`src/rtl/parity_word_checker_pkg.sv`:
```
// parity_word_checker_pkg: shared widths, FSM state type and word-parity function
// Constants: DATA_W (data word width), FRAME_BITS (data + parity bit), IDX_W (bit index width)
package parity_word_checker_pkg;
    localparam int DATA_W     = 32;
    localparam int FRAME_BITS = 33;
    localparam int IDX_W      = 6;
    typedef enum logic {DATA, PARITY} state_e;
    function automatic logic word_parity(input logic [DATA_W-1:0] w);
        return ^w;
    endfunction
endpackage

```
`src/rtl/parity_word_checker_xor_reduce32.sv`:
```
// xor_reduce32: combinational XOR reduction of a 32-bit word
// Ports: data_i (32-bit word), parity_o (XOR of all bits of data_i)
module xor_reduce32
    import parity_word_checker_pkg::*;
(
    input  logic [DATA_W-1:0] data_i,
    output logic              parity_o
);
    assign parity_o = word_parity(data_i);
endmodule

```
`config.mk`:
```
export PLATFORM = sky130hd
export DESIGN_NAME = xor_reduce32
export DESIGN_NICKNAME = d
export VERILOG_FILES = /design/src/rtl/parity_word_checker_pkg.sv /design/src/rtl/parity_word_checker_xor_reduce32.sv
export SDC_FILE = /design/constraint.sdc
export NUM_CORES = 1
export LEC_CHECK = 0
export CAP_MARGIN = 20
export CORE_AREA = 2 2 39 41
export DETAILED_ROUTE_END_ITERATION = 10
export DIE_AREA = 0 0 41 43
export PLACE_DENSITY = 0.65
export SLEW_MARGIN = 20
export SYNTH_ARGS = -nofsm -noshare
export SYNTH_HDL_FRONTEND = slang
export SYNTH_SLANG_ARGS = --single-unit
```
`constraint.sdc`:
```
create_clock -name vclk -period 1.8
set_input_delay 0.27 -clock vclk [all_inputs]
set_output_delay 0.27 -clock vclk [all_outputs]
set_load 0.01 [all_outputs]
```
==> summary.md, run 1 <==
| Metric | Value |
|---|---|
| IO buf count | 33 |
| Crit Path Max Fanout | 1 |
| XOR/XNOR Fraction of Synth Area | 1.00 |
| Final hold viol count | 0 |
| Lkg Pwr | 0.000278 uW |
| Critical-path top delay cell | dlygate4sd2_1 |
| Wire per inst | 6.66 microns |
| Final setup viols | 0 |
| Final wirelength | 533 microns |
| Dominant cell type by area after synthesis | xnor2_1 |
| CP arrival | 1.43 ns |
| Adder-cell area share of the yosys netlist | 0 |
| Starting Density | 0.196 |
| Synth cell types | 2 |
| Synthesized net count | 63 |
| Synth Area in Compound Gates | 0 |
| Crit path launch type | input pin |
| Setup_tns | 0 ns |
| Synth Area in Simple Gates | 0 |
| IO Pins | 33 |
| Fillers | roughly 150 |
| Synthesis-to-layout area growth | 135% |
| Vias | just under 300 |
| Finished Layout Cells | 80 |
| WP data required | 1.53 ns |
| DP Worst Slack | -0.549 ns |
| Via/cell ratio | 3.71 |
| Die area | 0.00176 sq mm |
| Worst setup margin | 0.101 ns |
| Pwr Density | 476 mW/mm^2 |
| Diode count | 0 |
| Period utilization | 0.944 |
| Post-layout minimum cycle time | 1.70 ns |
| Endpoint type of the worst setup path | output port |
| Gr ovfl total | 0 |
| Nets | 98 |
| Die X | ~41 microns |
| Share of cells above drive strength 1 | 0.125 |
| Largest family of logic cells by synthesized area | XOR/XNOR gates |
| Sequential share of the synthesized area | 0 |
| Post-route ant nets | 0 |
| CP dominant cell by count | xnor2_1 |
| Post-placement cell count | 80 |
| Critical path type | input pin to output port |
| Least-Margin Pin Slew | 0.180 ns |
| Iter 0 DRT Violations | 0 |
| Yosys warns | 0 |
| First-pass GRT wire length | 1010 microns |
| Post-synth top area share | 0.903 |
| Chip height | 43 microns |
| Cell area after layout | 637 sq um |
| RSZ-0062 raised after global routing | no |
| DRC viols | 0 |
| Mux cell area share after synthesis | 0 |
| Max Freq | 589 MHz |
| Sequential cells | 0 |
| Fin. max-slew vios | 0 |
| Critical path cell sequence | dlygate4sd2_1 -> xnor2_2 -> xnor2_2 -> xnor2_1 -> xnor2_1 -> xnor2_1 -> buf_2 |
| Largest net degree at the start of global routing | 2 |
| HP Class | input pin to output port |
| Clock buffers | 0 |
| Top cells by area, synth | xnor2_1, xor2_1 |
| Initial antenna violation count | 0 |
| Outcome | finished clean |
| Setup Fix Bufs, Post-CTS | 0 |
| Routability congestion estimate | 0.513 |
| Vias in the first global route | 299 |
| Post-synthesis cell area | 272 sq um |
| Global Route Usage Sum | 0.0759 |
| Total placed instance area | 622 sq um |
| Synthesized area per cell | 8.76 sq um |
| Max-cap violations | 0 |
| CP Capture Point | parity_o |
| Slew margin rel. | 0.879 |
| Post-Synthesis Cells | 31 |
| Crit path from | data_i[12] |
| Slowest Stage Delay on Critical Path | ~0.25 ns |
| FF/Latch Area | 0 sq um |
| Core area | 0.00138 sq mm |
| VDD IR max | 0.156 mV |
| Pre-antenna DRT Iters | 1 |
| Row count | 14 |
-- final cells by class --
class	instances	area, sq um	area share
Multi-Input combinational cell	31	324	0.509
Tap cell	16	20.0	0.0314
Timing Repair Buffer	33	293	0.460
-- critical path, delay by kind of cell --
family / cells / cell delay (ns)
XOR/XNOR: 5 / 0.77
buffers and inverters: 2 / 0.39
-- metal layers --
| metal | vias up | share of wire | global-route usage |
|---|---|---|---|
| met5 | - | 0 | 0 |
| met4 | 0 | 0 | 0 |
| met3 | 0 | 0.090 | 0 |
| met2 | 17 | 0.59 | 0.144 |
| met1 | 121 | 0.32 | 0.0949 |
| li1 | 159 | - | - |
-- cell families after synthesis --
family | Yosys count
xor gates and xnor gates | 31
-- placed cells by master (no fill, tap or decap) --
cell type / synthesis / routed
xnor2_2: 0 / 7
buf_2: 0 / 1
xor2_1: 3 / 3
xnor2_1: 28 / 21
clkdlybuf4s15_1: 0 / 6
dlygate4sd2_1: 0 / 26
-- metrics by stage --
step | total power, uW | hold slack, ns | util
after floorplan | 196 | 1.07 | -
after CTS | 290 | 1.43 | 0.417
after global routing | 333 | 1.47 | 0.460
after global placement | 351 | 2.02 | 0.449
final | 303 | 1.39 | 0.460
after detailed placement | 352 | 2.03 | 0.449
-- synth_stat cells --
| cell type | instances |
|---|---|
| xnor2_1 | 28 |
| xor2_1 | 3 |
-- worst min path at each step --
stage | start | to | cells past startpoint
CTS | data_i[5] | parity_o | 7
global placement | data_i[4] | parity_o | 7
finish | data_i[11] | parity_o | 7
floorplan | data_i[10] | parity_o | 5
global route | data_i[11] | parity_o | 7
detailed placement | data_i[0] | parity_o | 7
-- report_power, final --
group          leakage (uW)  switching, uW  internal, uW
registers                 0              0             0
logic              0.000278            119           185
clock network             0              0             0
total              0.000278            119           185
-- repair_timing --
item,CTS,global route
pin swaps,31,15
hold buffers,0,0
endpoints found under the setup margin,1,1
gates resized for setup,36,13
Note: power is estimated with default switching activity, not from simulation.
==> inputs of run 2 (changes only) <==
ABC_CLOCK_PERIOD_IN_PS = 1800   (was default)
==> results of run 2 <==
Same layout as run 1: the final DEF is identical, and so are final timing and power.
==> inputs of run 3 (changes only) <==
REMOVE_ABC_BUFFERS = 1   (was default)
==> results of run 3 <==
Same layout as run 1: the final DEF is identical, and so are final timing and power.
